===== src/rtl/clock_mode_ctrl_if.sv =====
// CLKSET request/response bundle between the register front-end (master)
// and the clock mode controller (slave).
interface clock_mode_ctrl_if;
  logic       req;      // CLKSET request, held until ack
  logic [7:0] wdata;    // [7] RESET, [6] PLLENA, [5] OSCENA, [4:3] OSCM, [2:0] CLKSEL
  logic       ack;      // one-cycle acceptance pulse
  logic       busy;     // transaction or reset stretch in progress
  logic [6:0] cfg;      // CLK[6:0] to the clock generator
  logic       res_out;  // stretched chip reset

  modport master (
    output req, wdata,
    input  ack, busy, cfg, res_out
  );

  modport slave (
    input  req, wdata,
    output ack, busy, cfg, res_out
  );
endinterface


===== src/rtl/clock_mode_ctrl.sv =====
// Clock mode controller: applies CLKSET requests to the clock generator
// configuration, waiting for PLL/oscillator settle before switching CLKSEL
// onto a newly enabled source, and stretching the chip reset.
// Optional feature macro: CLKSET_SETTLE_EN (SETTLE/APPLY settle path).
// Without it every non-reset request is applied immediately.
module clock_mode_ctrl #(
  parameter int SETTLE_CYCLES = 1600000,
  parameter int RES_CYCLES    = 16
) (
  input  logic              clock_160,
  input  logic              res,
  clock_mode_ctrl_if.slave  bus
);

  if (SETTLE_CYCLES < 1 || RES_CYCLES < 1) begin : g_param_check
    $error("clock_mode_ctrl: SETTLE_CYCLES and RES_CYCLES must be >= 1");
  end

`ifdef CLKSET_SETTLE_EN
  localparam int CNT_MAX = (SETTLE_CYCLES > RES_CYCLES) ? SETTLE_CYCLES : RES_CYCLES;
`else
  localparam int CNT_MAX = RES_CYCLES;
`endif
  // Counter only ever holds values up to CNT_MAX-1, so $clog2 is enough.
  localparam int CNT_W = (CNT_MAX > 1) ? $clog2(CNT_MAX) : 1;

  typedef enum logic [1:0] {IDLE, SETTLE, APPLY, STRETCH} state_t;

  state_t             state_q, state_d;
  logic [CNT_W-1:0]   cnt_q, cnt_d;
  logic [6:0]         cfg_q, cfg_d;
  logic               ack_q, ack_d;
  logic               busy_q, busy_d;
  logic               res_out_q, res_out_d;
  logic               armed_q, armed_d;
`ifdef CLKSET_SETTLE_EN
  logic [2:0]         clksel_q, clksel_d;
`endif

  // Control state and registered outputs; reset forces safe RCFAST config.
  always_ff @(posedge clock_160) begin
    if (res) begin
      state_q   <= IDLE;
      cnt_q     <= '0;
      cfg_q     <= 7'h00;
      ack_q     <= 1'b0;
      busy_q    <= 1'b1;
      res_out_q <= 1'b1;
      armed_q   <= 1'b0;
    end else begin
      state_q   <= state_d;
      cnt_q     <= cnt_d;
      cfg_q     <= cfg_d;
      ack_q     <= ack_d;
      busy_q    <= busy_d;
      res_out_q <= res_out_d;
      armed_q   <= armed_d;
    end
  end

`ifdef CLKSET_SETTLE_EN
  // Pending CLKSEL captured at accept; only consumed after a full settle.
  always_ff @(posedge clock_160) begin
    clksel_q <= clksel_d;
  end
`endif

  // Next-state and output decode.
  always_comb begin
    state_d   = state_q;
    cnt_d     = cnt_q;
    cfg_d     = cfg_q;
    ack_d     = 1'b0;
    busy_d    = busy_q;
    res_out_d = res_out_q;
    armed_d   = armed_q | ~bus.req;
`ifdef CLKSET_SETTLE_EN
    clksel_d  = clksel_q;
`endif
    case (state_q)
      IDLE: begin
        if (res_out_q) begin
          // Only reachable straight out of reset: keep res_out high for the stretch.
          state_d = STRETCH;
          cnt_d   = CNT_W'(RES_CYCLES - 1);
          busy_d  = 1'b1;
        end else begin
          busy_d = 1'b0;
          if (bus.req && armed_q) begin
            armed_d = 1'b0;
            ack_d   = 1'b1;
            busy_d  = 1'b1;
            if (bus.wdata[7]) begin
              cfg_d     = 7'h00;
              res_out_d = 1'b1;
              cnt_d     = CNT_W'(RES_CYCLES - 1);
              state_d   = STRETCH;
            end
`ifdef CLKSET_SETTLE_EN
            else if (|(bus.wdata[6:5] & ~cfg_q[6:5])) begin
              // Newly enabled source: switch enables now, keep old CLKSEL until settled.
              cfg_d    = {bus.wdata[6:3], cfg_q[2:0]};
              clksel_d = bus.wdata[2:0];
              cnt_d    = CNT_W'(SETTLE_CYCLES - 1);
              state_d  = SETTLE;
            end
`endif
            else begin
              cfg_d   = bus.wdata[6:0];
              state_d = APPLY;
            end
          end
        end
      end
`ifdef CLKSET_SETTLE_EN
      SETTLE: begin
        if (cnt_q == '0) begin
          cfg_d[2:0] = clksel_q;
          state_d    = APPLY;
        end else begin
          cnt_d = cnt_q - CNT_W'(1);
        end
      end
`endif
      APPLY: begin
        state_d = IDLE;
        busy_d  = 1'b0;
      end
      STRETCH: begin
        if (cnt_q == '0) begin
          state_d   = IDLE;
          res_out_d = 1'b0;
          busy_d    = 1'b0;
        end else begin
          cnt_d = cnt_q - CNT_W'(1);
        end
      end
      default: begin
        state_d = IDLE;
      end
    endcase
  end

  assign bus.ack     = ack_q;
  assign bus.busy    = busy_q;
  assign bus.cfg     = cfg_q;
  assign bus.res_out = res_out_q;

endmodule


===== src/flat_wrapper.sv =====
// flat-port wrapper written by rule: the top's interface ports become plain ports
module clock_mode_ctrl_flat 
#(
  parameter int SETTLE_CYCLES = 1600000,
  parameter int RES_CYCLES    = 16
)
  (clock_160, res, bus_req, bus_wdata, bus_ack, bus_busy, bus_cfg, bus_res_out);
  clock_mode_ctrl_if bus_i ();
  input  logic clock_160;
  input  logic res;
  input wire logic [$bits(bus_i.req)-1:0] bus_req;
  input wire logic [$bits(bus_i.wdata)-1:0] bus_wdata;
  output wire logic [$bits(bus_i.ack)-1:0] bus_ack;
  output wire logic [$bits(bus_i.busy)-1:0] bus_busy;
  output wire logic [$bits(bus_i.cfg)-1:0] bus_cfg;
  output wire logic [$bits(bus_i.res_out)-1:0] bus_res_out;
  assign bus_i.req = bus_req;
  assign bus_i.wdata = bus_wdata;
  assign bus_ack = bus_i.ack;
  assign bus_busy = bus_i.busy;
  assign bus_cfg = bus_i.cfg;
  assign bus_res_out = bus_i.res_out;
  clock_mode_ctrl #(.SETTLE_CYCLES(SETTLE_CYCLES), .RES_CYCLES(RES_CYCLES)) u_core (.clock_160(clock_160), .res(res), .bus(bus_i));
endmodule

===== config.mk =====
export PLATFORM = sky130hd
export DESIGN_NAME = clock_mode_ctrl_flat
export DESIGN_NICKNAME = d
export VERILOG_FILES = /design/src/rtl/clock_mode_ctrl_if.sv /design/src/rtl/clock_mode_ctrl.sv /design/src/flat_wrapper.sv
export SDC_FILE = /design/constraint.sdc
export NUM_CORES = 1
export LEC_CHECK = 0
export CORE_MARGIN = 2
export CORE_UTILIZATION = 25
export DETAILED_ROUTE_END_ITERATION = 8
export SYNTH_ARGS = -nofsm -noshare
export SYNTH_HDL_FRONTEND = slang
export SYNTH_SLANG_ARGS = --single-unit
export TNS_END_PERCENT = 50

===== constraint.sdc =====
create_clock -name clock_160 -period 1.9 [get_ports clock_160]
set_input_delay 0.475 -clock clock_160 [delete_from_list [all_inputs] [get_ports clock_160]]
set_output_delay 0.475 -clock clock_160 [all_outputs]
set_load 0.02 [all_outputs]

Word-level counts from Yosys, hierarchy flattened
Index checks and enable logic that the tools add are counted.
{"block": "word_totals", "ff_bits": 17, "inputBits": 11, "out_inout_bits": 10, "word_cells": 51}
{"block": "op_classes", "addsub": 1, "eq_ne": 6, "n_mux": 22, "bitwise_logic": 4, "reduce_logical": 11}
{"operator": "4-bit 2-to-1 mux", "n": 4}
{"operator": "1-bit 2-to-1 mux", "n": 10}
{"operator": "4-bit case mux with 2 select lines", "n": 1}
{"operator": "7-bit 2-to-1 mux", "n": 1}
{"operator": "2-bit 2-to-1 mux", "n": 3}
{"operator": "2-bit AND reduction", "n": 3}
{"operator": "2-bit == test (second input constant)", "n": 2}
{"operator": "4-bit logical NOT", "n": 1}
{"operator": "2-bit case mux with 2 select lines", "n": 1}
{"operator": "4-bit AND reduction", "n": 1}
{"operator": "4-bit by 1-bit subtractor with 4-bit output (second input constant)", "n": 1}
{"operator": "3-bit by 1-bit != test with 1-bit output (second input constant)", "n": 1}
{"operator": "3-bit by 2-bit != test with 1-bit output (second input constant)", "n": 1}
{"operator": "1-bit inverter", "n": 3}
{"operator": "1-bit case mux with 3 select lines", "n": 1}
{"operator": "3-bit AND reduction", "n": 1}
{"operator": "3-bit nonzero test", "n": 1}
{"operator": "3-bit OR reduction", "n": 1}
{"operator": "2-bit logical NOT", "n": 1}
{"operator": "2-bit by 1-bit != test with 1-bit output (second input constant)", "n": 1}
{"operator": "2-bit != test (second input constant)", "n": 1}
{"operator": "1-bit case mux with 2 select lines", "n": 1}
{"operator": "2-bit nonzero test", "n": 1}
{"operator": "1-bit logical AND", "n": 1}
{"operator": "1-bit OR", "n": 1}

Logic depth before layout (Yosys ltp)
{"block": "logic_depth", "word_depth": 5, "mapped_depth": 6, "mapped_depth_nobuf": 5}

Worst setup path after synthesis
No wires, ideal clock.
{"block": "synth_timing", "path_type": "flip-flop to flip-flop", "startpoint": "reg u_core.cnt_q[0]", "endpoint": "reg u_core.cnt_q[0]", "setup_time_ns": 0.090, "arrival_time_ns": 1.319, "required_ns": 1.810, "setup_slack_ns": 0.491, "stages_incl_launch_ff": 7, "path_buffers": 1, "period_less_slack_ns": 1.409, "path_cell_list": "dfxtp_1 -> inv_1 -> ha_1 -> or3b_1 -> buf_2 -> nand4_1 -> nor4bb_2"}
{"block": "synth_via", "elab_chain_cells": 3, "word_cells_on_any_way": 6, "cone_classes": "add/sub: 1; eq/ne: 1; mux: 2; reduce/logical: 2"}
{"element": "from (decl)", "line": "clock_mode_ctrl.sv:30", "rtl": "logic [CNT_W-1:0] cnt_q, cnt_d;"}
{"element": "from (signal assigned)", "line": "clock_mode_ctrl.sv:52", "rtl": "cnt_q <= cnt_d;"}
{"element": "4-bit by 1-bit subtractor with 4-bit output / 4-bit logical NOT (equally long branches)", "line": "clock_mode_ctrl.sv:135, clock_mode_ctrl.sv:130"}
{"element": "4-bit 2-to-1 mux / 2-bit != test (equally long branches)"}
{"element": "4-bit case mux with 2 select lines / 4-bit AND reduction (equally long branches)"}
Several ways; a longest one is shown, not always the timed one. The select of a mux whose other input is x is not followed.
A chain may end at the register's enable or synchronous reset.

Worst setup path in the final report
{"block": "layout_timing", "startpoint": "reg u_core.cfg_q[2] (netlist: u_core.bus.cfg[2])", "endpoint": "out bus_cfg[2]"}
{"element": "from (decl)", "line": "clock_mode_ctrl.sv:31", "rtl": "logic [6:0] cfg_q, cfg_d;"}
{"element": "from (signal assigned)", "line": "clock_mode_ctrl.sv:53", "rtl": "cfg_q <= cfg_d;"}
{"element": "to (decl)", "line": "flat_wrapper.sv:15", "rtl": "output wire logic [$bits(bus_i.cfg)-1:0] bus_cfg;"}
No word-level cell between the ends.

==> impl_metrics.json <==
{
  "status": "completed",
  "postCtsHoldBufs": 0,
  "antenna_found_initial": 0,
  "dp.final_hpwl_mm": 1.342,
  "synthTopCellsByArea": "dfxtp_1 (43%), nand4b_1 (7.7%), a21oi_1 (6.9%), o21ai_1 (5.0%), or3b_1 (2.2%)",
  "fin_crit_ps": 1723,
  "fp.dieH_um": 60.38,
  "p_leak_nw": 0.3592,
  "path_cells": "clkdlybuf4s50_1",
  "min_from": "u_core.bus.cfg[0]",
  "arrival_ps": 1250,
  "cp_max_fo": 2,
  "timing.hold.ws_ps": 486.0,
  "numClockSinks": 17,
  "crit_start": "u_core.bus.cfg[2]",
  "hold_class": "register to register",
  "final_area_sq_um": 1060,
  "cpPeakStageDelay_ps": 610,
  "synthCells": 90,
  "avgRoutedWirePerCell_um": 11.98,
  "multi_input_area_sq_um": 409.1,
  "synth.cell_area_sq_um": 794.5,
  "synth_flop_cell": "dfxtp_1",
  "fp-row-count": 20,
  "dp_slack_ps": 140.4,
  "synth_most_common_cell": "dfxtp_1",
  "syn-num-nets": 102,
  "slew_headroom_pct": 70.78,
  "antenna_left": 0,
  "finalCritPeriodShare_pct": 90.66,
  "ir_worst_vdd_mv": 0.4046,
  "path_class": "register to output port",
  "postSynthAreaPerCell_sq_um": 8.828,
  "critPathLaunchType": "register",
  "die_w_um": 60.38,
  "path_buf_inv": 1,
  "ys_seq_area_share_pct": 42.83,
  "syn_to_final_growth_pct": 33.39,
  "io_pins": 21,
  "drtIter0Drc": 8,
  "worst-slew-pin-transition_ps": 435.9,
  "fin_setup_tns_ps": 0,
  "cts_max_path_buffers": 2,
  "cts_buffers": 3,
  "crit_required_ps": 1420,
  "synth_top_cell_area_share_pct": 42.83,
  "root_buffer": "clkbuf_4",
  "finalSetupViolCount": 0,
  "slew_violations": 0,
  "yosys.area.top_type": "dfxtp_1",
  "grt_pass1_wl_mm": 3.146,
  "viasPerCell": 4.902,
  "overflow": 0,
  "antenna_cells": 0,
  "nFillCells": 331,
  "h-tree-depth": 1,
  "regArea_sq_um": 340.3,
  "rsz0062_at_grt": "no",
  "initial_utilization_pct": 26.24,
  "timing.fmax_ghz": 0.5805,
  "fin_nets": 122,
  "critPathTopFamily": "buffers and inverters",
  "gp_congestion": 0.8313,
  "cts_tree": "done",
  "dr.pass1.iters": 4,
  "yosysUniqueCellTypes": 33,
  "clk_latency_ps": 290,
  "num_vias": 750,
  "crit_path_end_kind": "output port",
  "p_per_area_nw_per_um2": 1002,
  "post_dp_cell_area_sq_um": 1035,
  "drive_gt1_share_pct": 6.422,
  "grtUsageTotal_pct": 11.51,
  "ys_ff_latch": 17,
  "cpMaxStageDelayCell": "clkdlybuf4s50_1",
  "layout_setup_ws_ps": 177.5,
  "synth_edf_count": 0,
  "wirelength_mm": 1.833,
  "yosysWarnings": 0,
  "r2r_start": "u_core.cnt_q[0]",
  "hold_viol": 0,
  "first_global_vias": 745,
  "fin_skew_ps": 1.634,
  "grt_max_degree": 14,
  "core_sq_um": 3028,
  "clkTransAtPathRegs_ps": 100,
  "ys_top_cells_by_count": "dfxtp_1 (17), a21oi_1 (11), o21ai_1 (8)",
  "synthArstFlopShare_pct": 0,
  "io_buffers": 20,
  "drc": 0,
  "cap_violations": 0,
  "die-area_sq_um": 3645
}
-- per-stage QoR --
stage / cells / power, W / utilization [%]
2_1_floorplan: 90 / 0.0007692 / -
3_3_place_gp: 149 / 0.0008628 / 34.17
5_1_grt: 153 / 0.001150 / 35.00
6_report: 153 / 0.001062 / 35.00
4_1_cts: 153 / 0.001077 / 35.00
3_5_place_dp: 149 / 0.0008707 / 34.17
-- where the power goes --
group	switching [W]	total, W	internal, W
Clock	0.000114	0.000196	0.0000816
Sequential	0.0000972	0.000518	0.000421
Combinational	0.000175	0.000347	0.000172
-- cell families (layout without fill, tap and decap cells) --
| group | count (synthesis) | in the layout | synth area share, % |
|---|---|---|---|
| XOR/XNOR | 1 | 1 | 1.103 |
| buffers and inverters | 11 | 30 | 5.668 |
| adder cells (fa/ha/maj) | 1 | 1 | 1.575 |
| AO/OA/AOI/OAI | 28 | 28 | 20.16 |
| flip-flops | 17 | 17 | 42.84 |
| AND/OR/NAND/NOR | 31 | 31 | 27.40 |
| multiplexers | 1 | 1 | 1.260 |
-- sequential cells by signal, indices dropped and copies added, names as in the netlist --
| name | count |
|---|---|
| u_core.bus.cfg | 7 |
| u_core.cnt_q | 4 |
| u_core.state_q | 2 |
| u_core.armed_q | 1 |
| u_core.bus.ack | 1 |
| u_core.bus.busy | 1 |
| u_core.bus.res_out | 1 |
-- final timing paths --
| check | cells after the start | endpoint | slack, ps |
|---|---|---|---|
| hold / removal | 2 | u_core.bus.cfg[0] | 490 |
| hold reg to reg | 2 | u_core.bus.cfg[0] | 490 |
| setup / recovery | 1 | bus_cfg[2] | 180 |
| setup reg to reg | 5 | u_core.cnt_q[0] | 350 |
-- what timing repair did --
item                                   in CTS  in global routing
buffers inserted                            0                  0
setup endpoints to repair                   1                  0
gates resized for setup                     1                  0
endpoints found under the hold margin       0                  0
-- routing by layer --
layer	global-route usage [%]	vias up	wire [um]
li1	-	372	-
met1	12.22	360	806
met2	21.43	16	917
met3	4.904	2	95
met4	1.905	0	14
met5	0	-	0
-- cells in the final DEF, fill, tap and decap left out, types with 2 or more instances in the layout --
master / n
clkbuf_4: 3
nand3b_1: 2
or3b_1: 2
clkdlybuf4s50_1: 19
nand2b_1: 2
buf_4: 2
dfxtp_1: 17
nand2_1: 3
a31oi_1: 2
a21oi_1: 11
nor2_1: 2
inv_1: 4
nand4b_1: 7
nor3_1: 3
o21ai_1: 8
o21ai_0: 2
nand3_1: 2
-- cell type report --
class                      count  area share, %
clock buffer                   4          2.479
timing repair buffer          22          20.19
tap                           44          5.195
inverter                       4          1.417
sequential                    17          32.11
multi-input combinational     62          38.61
Note: power is estimated with default switching activity, not from simulation.
